--- config.mk ---
export PLATFORM = sky130hd
export DESIGN_NAME = csr_unit
export DESIGN_NICKNAME = d
export VERILOG_FILES = /design/src/rtl/csr_unit.sv
export SDC_FILE = /design/constraint.sdc
export NUM_CORES = 1
export LEC_CHECK = 0
export CORE_ASPECT_RATIO = 0.75
export CORE_MARGIN = 1.5
export CORE_UTILIZATION = 23
export DETAILED_ROUTE_END_ITERATION = 8
export MAX_ROUTING_LAYER = met4
export PLACE_DENSITY_LB_ADDON = 0.08
export SETUP_SLACK_MARGIN = 0.02
export SYNTH_ARGS = -nofsm -noshare
export SYNTH_HDL_FRONTEND = slang
export SYNTH_SLANG_ARGS = --single-unit
--- constraint.sdc ---
create_clock -name i_clk -period 9.9 [get_ports i_clk]
set_input_delay 2.475 -clock i_clk [delete_from_list [all_inputs] [get_ports i_clk]]
set_output_delay 2.475 -clock i_clk [all_outputs]
set_load 0.01 [all_outputs]
--- src/rtl/csr_unit.sv ---
`default_nettype none
// ============================================================================
// Module   : csr_unit
// Purpose  : Machine-mode CSR unit. Implements mstatus, mie, mtvec, mscratch,
//            mepc, mcause, mip and the 64-bit mcycle/minstret counters, with
//            RW/RS/RC CSR operations, atomic trap-entry and mret updates of
//            mstatus, interrupt pending/cause generation and trap vectoring.
// Ports    :
//   i_clk, i_rst_n          clock, synchronous active-low reset
//   i_csr_op/addr/src       CSR instruction (00 none, 01 RW, 10 RS, 11 RC)
//   o_csr_rdata             pre-write value of the addressed CSR (comb.)
//   o_csr_illegal           op != 00 on an unimplemented address
//   i_exc_valid/cause/pc    trap entry strobe, mcause value, faulting PC
//   i_mret, i_retire        mret retiring, one instruction retired
//   i_irq_timer, i_irq_ext  level interrupt lines
//   o_irq_pending/cause     enabled interrupt pending and its cause
//   o_trap_vec, o_mepc      trap target for i_exc_cause, saved PC for mret
// Revision : 1.0 - initial release
// ============================================================================
module csr_unit #(
   parameter int              XLEN         = 32,
   parameter logic [XLEN-1:0] MTVEC_RESET  = '0,
   parameter bit              HAS_COUNTERS = 1'b1
) (
   input  logic            i_clk,
   input  logic            i_rst_n,
   input  logic [1:0]      i_csr_op,
   input  logic [11:0]     i_csr_addr,
   input  logic [XLEN-1:0] i_csr_src,
   output logic [XLEN-1:0] o_csr_rdata,
   output logic            o_csr_illegal,
   input  logic            i_exc_valid,
   input  logic [XLEN-1:0] i_exc_cause,
   input  logic [XLEN-1:0] i_exc_pc,
   input  logic            i_mret,
   input  logic            i_retire,
   input  logic            i_irq_timer,
   input  logic            i_irq_ext,
   output logic            o_irq_pending,
   output logic [XLEN-1:0] o_irq_cause,
   output logic [XLEN-1:0] o_trap_vec,
   output logic [XLEN-1:0] o_mepc
);

   localparam logic [11:0] c_addr_mstatus   = 12'h300;
   localparam logic [11:0] c_addr_mie       = 12'h304;
   localparam logic [11:0] c_addr_mtvec     = 12'h305;
   localparam logic [11:0] c_addr_mscratch  = 12'h340;
   localparam logic [11:0] c_addr_mepc      = 12'h341;
   localparam logic [11:0] c_addr_mcause    = 12'h342;
   localparam logic [11:0] c_addr_mip       = 12'h344;
   localparam logic [11:0] c_addr_mcycle    = 12'hB00;
   localparam logic [11:0] c_addr_minstret  = 12'hB02;
   localparam logic [11:0] c_addr_mcycleh   = 12'hB80;
   localparam logic [11:0] c_addr_minstreth = 12'hB82;

   localparam logic [1:0] c_op_none = 2'b00;
   localparam logic [1:0] c_op_rw   = 2'b01;
   localparam logic [1:0] c_op_rs   = 2'b10;
   localparam logic [1:0] c_op_rc   = 2'b11;

   localparam logic [XLEN-1:0] c_cause_timer = {1'b1, {(XLEN-5){1'b0}}, 4'd7};
   localparam logic [XLEN-1:0] c_cause_ext   = {1'b1, {(XLEN-5){1'b0}}, 4'd11};

   // architectural state
   logic            r_mstatus_mie;
   logic            r_mstatus_mpie;
   logic            r_mie_mtie;
   logic            r_mie_meie;
   logic [XLEN-1:0] r_mtvec;
   logic [XLEN-1:0] r_mscratch;
   logic [XLEN-1:0] r_mepc;
   logic [XLEN-1:0] r_mcause;
   logic [63:0]     r_mcycle;
   logic [63:0]     r_minstret;

   logic [XLEN-1:0] w_mstatus;
   logic [XLEN-1:0] w_mie;
   logic [XLEN-1:0] w_mip;
   logic [XLEN-1:0] w_mcycleh;
   logic [XLEN-1:0] w_minstreth;
   logic            w_hit;
   logic            w_wr;
   logic [XLEN-1:0] w_wdata;
   logic [XLEN-1:0] w_mtvec_wdata;
   logic [63:0]     w_cyc_inc;
   logic [63:0]     w_ins_inc;
   logic [63:0]     w_cyc_next;
   logic [63:0]     w_ins_next;
   logic [XLEN-1:0] w_tvec_base;
   logic            w_pend_timer;
   logic            w_pend_ext;

   // ------------------------------------------------------------------------
   // CSR views assembled from the stored bits
   // ------------------------------------------------------------------------
   always_comb begin
      w_mstatus        = '0;
      w_mstatus[12:11] = 2'b11;          // MPP: machine mode only
      w_mstatus[7]     = r_mstatus_mpie;
      w_mstatus[3]     = r_mstatus_mie;

      w_mie            = '0;
      w_mie[7]         = r_mie_mtie;
      w_mie[11]        = r_mie_meie;

      w_mip            = '0;
      w_mip[7]         = i_irq_timer;
      w_mip[11]        = i_irq_ext;
   end

   // ------------------------------------------------------------------------
   // Read mux and address decode
   // ------------------------------------------------------------------------
   always_comb begin
      o_csr_rdata = '0;
      w_hit       = 1'b1;
      case (i_csr_addr)
         c_addr_mstatus  : o_csr_rdata = w_mstatus;
         c_addr_mie      : o_csr_rdata = w_mie;
         c_addr_mtvec    : o_csr_rdata = r_mtvec;
         c_addr_mscratch : o_csr_rdata = r_mscratch;
         c_addr_mepc     : o_csr_rdata = r_mepc;
         c_addr_mcause   : o_csr_rdata = r_mcause;
         c_addr_mip      : o_csr_rdata = w_mip;
         c_addr_mcycle   : begin
            if (HAS_COUNTERS) o_csr_rdata = r_mcycle[XLEN-1:0];
            else              w_hit       = 1'b0;
         end
         c_addr_minstret : begin
            if (HAS_COUNTERS) o_csr_rdata = r_minstret[XLEN-1:0];
            else              w_hit       = 1'b0;
         end
         c_addr_mcycleh  : begin
            if (HAS_COUNTERS && XLEN == 32) o_csr_rdata = w_mcycleh;
            else                            w_hit       = 1'b0;
         end
         c_addr_minstreth: begin
            if (HAS_COUNTERS && XLEN == 32) o_csr_rdata = w_minstreth;
            else                            w_hit       = 1'b0;
         end
         default         : w_hit = 1'b0;
      endcase
   end

   assign o_csr_illegal = (i_csr_op != c_op_none) && !w_hit;
   assign w_wr          = (i_csr_op != c_op_none) &&  w_hit;

   // Read-modify-write value; RS/RC with a zero source still write back.
   always_comb begin
      case (i_csr_op)
         c_op_rw : w_wdata = i_csr_src;
         c_op_rs : w_wdata = o_csr_rdata | i_csr_src;
         c_op_rc : w_wdata = o_csr_rdata & ~i_csr_src;
         default : w_wdata = o_csr_rdata;
      endcase
   end

   // Reserved vector modes (1x) collapse to direct mode.
   assign w_mtvec_wdata = {w_wdata[XLEN-1:2], (w_wdata[1] ? 2'b00 : w_wdata[1:0])};

   // ------------------------------------------------------------------------
   // Non-counter state. Trap entry beats mret beats a CSR write for the
   // registers they share; other CSRs accept the write regardless.
   // ------------------------------------------------------------------------
   always_ff @(posedge i_clk) begin
      if (!i_rst_n) begin
         r_mstatus_mie  <= 1'b0;
         r_mstatus_mpie <= 1'b0;
         r_mie_mtie     <= 1'b0;
         r_mie_meie     <= 1'b0;
         r_mtvec        <= MTVEC_RESET;
         r_mscratch     <= '0;
         r_mepc         <= '0;
         r_mcause       <= '0;
      end else begin
         if (i_exc_valid) begin
            r_mepc         <= {i_exc_pc[XLEN-1:2], 2'b00};
            r_mcause       <= i_exc_cause;
            r_mstatus_mpie <= r_mstatus_mie;
            r_mstatus_mie  <= 1'b0;
         end else if (i_mret) begin
            r_mstatus_mie  <= r_mstatus_mpie;
            r_mstatus_mpie <= 1'b1;
         end else if (w_wr) begin
            case (i_csr_addr)
               c_addr_mstatus: begin
                  r_mstatus_mie  <= w_wdata[3];
                  r_mstatus_mpie <= w_wdata[7];
               end
               c_addr_mepc   : r_mepc   <= {w_wdata[XLEN-1:2], 2'b00};
               c_addr_mcause : r_mcause <= w_wdata;
               default       : ;
            endcase
         end

         if (w_wr) begin
            case (i_csr_addr)
               c_addr_mie     : begin
                  r_mie_mtie <= w_wdata[7];
                  r_mie_meie <= w_wdata[11];
               end
               c_addr_mtvec   : r_mtvec    <= w_mtvec_wdata;
               c_addr_mscratch: r_mscratch <= w_wdata;
               default        : ;
            endcase
         end
      end
   end

   // ------------------------------------------------------------------------
   // Counters: a CSR write replaces the increment for the half it targets;
   // the other half still takes its increment/carry.
   // ------------------------------------------------------------------------
   assign w_cyc_inc = r_mcycle + 64'd1;
   assign w_ins_inc = r_minstret + {63'd0, i_retire};

   if (XLEN == 32) begin : g_split_counters
      assign w_mcycleh   = r_mcycle[63:32];
      assign w_minstreth = r_minstret[63:32];

      always_comb begin
         w_cyc_next = w_cyc_inc;
         w_ins_next = w_ins_inc;
         if (w_wr) begin
            case (i_csr_addr)
               c_addr_mcycle   : w_cyc_next = {w_cyc_inc[63:32], w_wdata};
               c_addr_mcycleh  : w_cyc_next = {w_wdata, w_cyc_inc[31:0]};
               c_addr_minstret : w_ins_next = {w_ins_inc[63:32], w_wdata};
               c_addr_minstreth: w_ins_next = {w_wdata, w_ins_inc[31:0]};
               default         : ;
            endcase
         end
      end
   end else begin : g_full_counters
      assign w_mcycleh   = '0;
      assign w_minstreth = '0;

      always_comb begin
         w_cyc_next = w_cyc_inc;
         w_ins_next = w_ins_inc;
         if (w_wr) begin
            case (i_csr_addr)
               c_addr_mcycle  : w_cyc_next = 64'(w_wdata);
               c_addr_minstret: w_ins_next = 64'(w_wdata);
               default        : ;
            endcase
         end
      end
   end

   if (HAS_COUNTERS) begin : g_counters
      always_ff @(posedge i_clk) begin
         if (!i_rst_n) begin
            r_mcycle   <= '0;
            r_minstret <= '0;
         end else begin
            r_mcycle   <= w_cyc_next;
            r_minstret <= w_ins_next;
         end
      end
   end else begin : g_no_counters
      always_ff @(posedge i_clk) begin
         r_mcycle   <= '0;
         r_minstret <= '0;
      end
   end

   // ------------------------------------------------------------------------
   // Trap vector and interrupt status
   // ------------------------------------------------------------------------
   assign w_tvec_base = {r_mtvec[XLEN-1:2], 2'b00};
   assign o_trap_vec  = (r_mtvec[1:0] == 2'b01 && i_exc_cause[XLEN-1])
                      ? w_tvec_base + {i_exc_cause[XLEN-3:0], 2'b00}
                      : w_tvec_base;

   assign w_pend_timer  = i_irq_timer & r_mie_mtie;
   assign w_pend_ext    = i_irq_ext   & r_mie_meie;
   assign o_irq_pending = r_mstatus_mie & (w_pend_timer | w_pend_ext);
   assign o_irq_cause   = w_pend_ext ? c_cause_ext : c_cause_timer;

   assign o_mepc = r_mepc;

endmodule
`default_nettype wire
* Yosys cells after proc, flatten, opt, wreduce, memory -nomap -nowiden
Index checks and enable logic that the tools add are counted.
** Word-level totals
- Logic and storage cells :: 83
- Bits of input ports :: 117
- Flip-flop bits (word level) :: 258
- Output and inout port bits :: 130
** Operators by class
- Reductions and logical operators :: 21
- Eq/ne operators :: 16
- Muxes and demuxes :: 25
- Add/sub/neg operators :: 3
- Bitwise logic cells :: 8
** Operators with widths (count)
- 32-bit case mux with 11 select lines :: 1
- 32-bit 2-to-1 mux :: 9
- 64-bit case mux with 2 select lines :: 2
- 64-bit 2-to-1 mux :: 2
- 32-bit case mux with 3 select lines :: 1
- 12-bit by 10-bit equality test with 1-bit output, second input constant :: 7
- 64-bit by 1-bit adder with 64-bit output :: 1
- 64-bit by 1-bit adder with 64-bit output, second input constant :: 1
- 12-bit equality test, second input constant :: 4
- 32-bit adder :: 1
- 32-bit AND :: 1
- 32-bit inverter :: 1
- 32-bit OR :: 1
- 2-bit nonzero test :: 6
- 11-bit OR reduction :: 1
- 2-bit AND reduction :: 5
- 1-bit 2-to-1 mux :: 9
- 3-bit AND reduction :: 2
- 3-bit nonzero test :: 2
- 2-bit by 1-bit equality test with 1-bit output, second input constant :: 2
- 2-bit equality test, second input constant :: 2
- 4-bit 2-to-1 mux :: 1
- 1-bit AND :: 3
- 1-bit logical AND :: 3
- other kinds (5) :: 5

* Logic depth before layout (Yosys ltp)
- Depth after elaboration :: 8
- Gate-level depth with buffers :: 12
- Depth with buffers taken out :: 11

* Worst setup path after synthesis
Ideal clock, no wire load.
- Kind :: input to output
- From :: input port i_exc_cause[0]
- To :: output port o_trap_vec[24]
- Path buffers :: 0
- Stages on the path :: 11
- Arrival :: 4757 ps
- Setup slack :: 2668 ps
- Required time :: 7425 ps
- Cells stage by stage :: ha_1 inv_1 fa_1 nor2b_1 o31ai_1 a31oi_1 a221o_1 a21bo_2 a311oi_1 xor2_1 o21ai_0
** Between the ends
- Word-level cells in the longest chain between the ends :: 2
** RTL lines
- from (decl) :: line 33 : input logic [XLEN-1:0] i_exc_cause,
- 32-bit adder :: line 274 : ? w_tvec_base + {i_exc_cause[XLEN-3:0], 2'b00}
- 32-bit 2-to-1 mux :: line 274
- to (decl) :: line 41 : output logic [XLEN-1:0] o_trap_vec,
No other way between the ends.

* Final worst setup path
- From :: input port i_exc_cause[0]
- To :: output port o_trap_vec[28]
The elaborated chain is that of the path after synthesis.

==> metrics.txt <==
outcome finished clean; Final Wtd Congestion approximately 0.9; first-pass GRT wire length between 100 and 150 mm; vias in the first global route 15400; static leakage between 7 and 8 nW; unrepaired setup endpoints after global routing no; Clock Path Buffers 3; remaining routing DRC violations 0; CTS tree done; layout cells sized above 1 a little under 7%; pin count of the biggest net entering global routing 70; DRT Pass-1 Iters 6; peak fanout along the critical path 5; Synth cell types approximately 80; Worst VDD drop 0.0928 mV; initial core utilization a little under a quarter; clock tree sinks approximately 260; GRT Util Overall approximately 22%; drt total wl roughly 78 mm; Final Max Tran Viols 0; DR WL/cell 25.6 um; Clock Skew ~15 ps; initial DRC count about 1300; Required @ worst endpoint between 7000 and 8000 ps; Crit. End Element output port; Arr. time, crit path about 6600 ps; power per cell area 123 nW/um^2; antenna violations before repair 2; Sum Neg Setup Slack 0 ps; core area 68500 um^2; worst-margin pin slew 1220 ps; ys async rst share 0%; root buf cell clkbuf_16; Final setup viols 0; FMAX between 100 and 150 MHz; Fin. Hold Viols 0; Syn. warnings 0; Vias 16200; num ports approximately 250; crit start category primary input; Mapped Area roughly 16000 um^2; Vias/cell ~5.3; net count of the finished layout approximately 2300; post-CTS sizing 0; worst hold path class reg -> reg; Worst-Skew Late Latency between 500 and 600 ps; HPWL after detailed placement 59.3 mm; period utilization around 92%; die height between 200 and 250 um; Hold Buf Count CTS 0; Die Wd 307 um; MaxCap Viol Count 0; H-tree levels 1; Hold WS 456 ps; post-CTS setup repair buffer count 0; clock slew at reported path FFs about 60 ps; grt ovf 0; Relative slew margins between 10% and 20%; area grow syn2layout 23.8%; Post-synth EDFFs 0; flop and latch count out of synthesis ~260; die area ~71000 um^2; cell count after synthesis 1997; top_reg_cell synth dfxtp_1; post-synthesis sequential area ratio 32.2%; Port Buffers 210; Rows a little over 80; Period minus WS final 9100 ps; post-route ant nets 0; crit path kind in -> out; syn avg cell area approximately 8 um^2; cts bufs inserted 29
cell usage after synthesis (all sizes together) (5+ instances only):
cell | n | area, um^2
a211oi | 41 | 313
a21o | 12 | 90.1
a21oi | 78 | 394
a221oi | 25 | 219
a22o | 26 | 228
a22oi | 132 | 1030
and2 | 26 | 163
and3 | 34 | 213
and4 | 12 | 105
buf | 77 | 477
clkbuf | 98 | 368
dfxtp | 257 | 5140
ha | 32 | 400
inv | 28 | 105
mux2 | 13 | 146
nand2 | 298 | 1120
nand3 | 58 | 290
nand4 | 71 | 450
nor2 | 100 | 375
nor2b | 5 | 31.3
nor3 | 26 | 163
nor3b | 6 | 45.0
nor4 | 12 | 126
nor4b | 6 | 58.8
o211a | 32 | 320
o21a | 6 | 45.0
o21ai | 142 | 711
o21bai | 5 | 37.5
o22ai | 64 | 400
o2bb2ai | 32 | 280
or3 | 7 | 53.8
xnor2 | 127 | 1110
xor2 | 47 | 412
flip-flops by register name, indices dropped and copies added, names as in the netlist:
signal and cells:
r_mie_meie 1, r_mstatus_mie 1, r_minstret 64, r_mtvec 31, r_mstatus_mpie 1, r_mcause 32, o_mepc 30, r_mie_mtie 1
r_mcycle 64, r_mscratch 32
metal layers:
| layer | vias up | wire length, um | global-route usage, % | part of all wire, % |
|---|---|---|---|---|
| li1 | 7629 | - | - | - |
| met1 | 7992 | 38500 | 31.3 | 49 |
| met2 | 513 | 33500 | 32.3 | 43 |
| met3 | 86 | 4480 | 3.50 | 5.7 |
| met4 | 0 | 1600 | 4.70 | 2.1 |
| met5 | - | 0 | - | 0 |
layout make-up:
type	count	area, um^2
fillers	7415	48800
multi-input cells	1568	10100
well taps	892	1120
clock buffers	45	876
flip-flops and latches	257	5140
clock inverters	7	38.8
inverters	29	110
diodes	1	2.50
repair buffers	252	2410
worst max-delay path, cell delays in order:
cell             delay, ps
clkdlybuf4s50_1        540
ha_1                   210
inv_1                   70
fa_1                   400
nor2b_1                180
o31ai_1                 80
buf_4                  160
a31oi_1                580
a221o_1                460
a21oi_1                240
o21ai_0                370
xnor2_1                120
o21ai_0                160
clkdlybuf4s50_1        570
layout by cell type, fill, tap and decap left out, types with 29 or more instances in the layout:
| master | n |
|---|---|
| o211a_1 | 32 |
| nor2_1 | 98 |
| a21oi_1 | 75 |
| a22oi_1 | 124 |
| clkbuf_16 | 29 |
| o2bb2ai_1 | 32 |
| xor2_1 | 47 |
| conb_1 | 34 |
| buf_4 | 41 |
| a211oi_1 | 40 |
| dfxtp_1 | 257 |
| o22ai_1 | 64 |
| xnor2_1 | 127 |
| nand4_1 | 70 |
| nand2_1 | 297 |
| and3_1 | 34 |
| clkdlybuf4s50_1 | 206 |
| nand3_1 | 58 |
| o21ai_0 | 129 |
| ha_1 | 32 |
logic make-up after synthesis:
| logic type | share of synthesized area (%) |
|---|---|
| buffers and inverters | 5.97 |
| AND/OR/NAND/NOR | 20.7 |
| multiplexers | 1.25 |
| AO/OA/AOI/OAI | 27.6 |
| XOR/XNOR | 9.54 |
| adder cells (fa/ha/maj) | 2.63 |
| other | 0.0470 |
| flip-flops | 32.2 |
final timing paths:
kind | start | end | slack, ps | cells past startpoint
setup reg to reg | r_minstret[0]$_SDFF_PN0_ | r_minstret[62]$_SDFF_PN0_ | 6390 | 8
hold reg to reg | r_mscratch[10]$_SDFFE_PN0P_ | r_mscratch[10]$_SDFFE_PN0P_ | 460 | 2
setup / recovery | i_exc_cause[0] | o_trap_vec[28] | 800 | 14
hold / removal | r_mscratch[10]$_SDFFE_PN0P_ | r_mscratch[10]$_SDFFE_PN0P_ | 460 | 2
through the flow:
stage / cells / worst slack [ps] / total power [mW] / area, um^2 / utilization (%)
finish: 3051 / 796 / 2.44 / 19800 / 28.9
global route: 3051 / 657 / 2.52 / 19800 / 28.9
CTS: 3050 / 901 / 2.46 / 19800 / 28.9
detailed placement: 2998 / 911 / 1.37 / 18900 / 27.5
global placement: 2998 / 871 / 1.37 / 18900 / 27.5
floorplan: 2029 / 2670 / 1.23 / 16100 / -
power breakdown:
part	switching, mW	internal [mW]
Combinational	0.174	0.106
Sequential	0.0217	1.05
Clock	0.481	0.604
(Power assumes the default switching activity.)
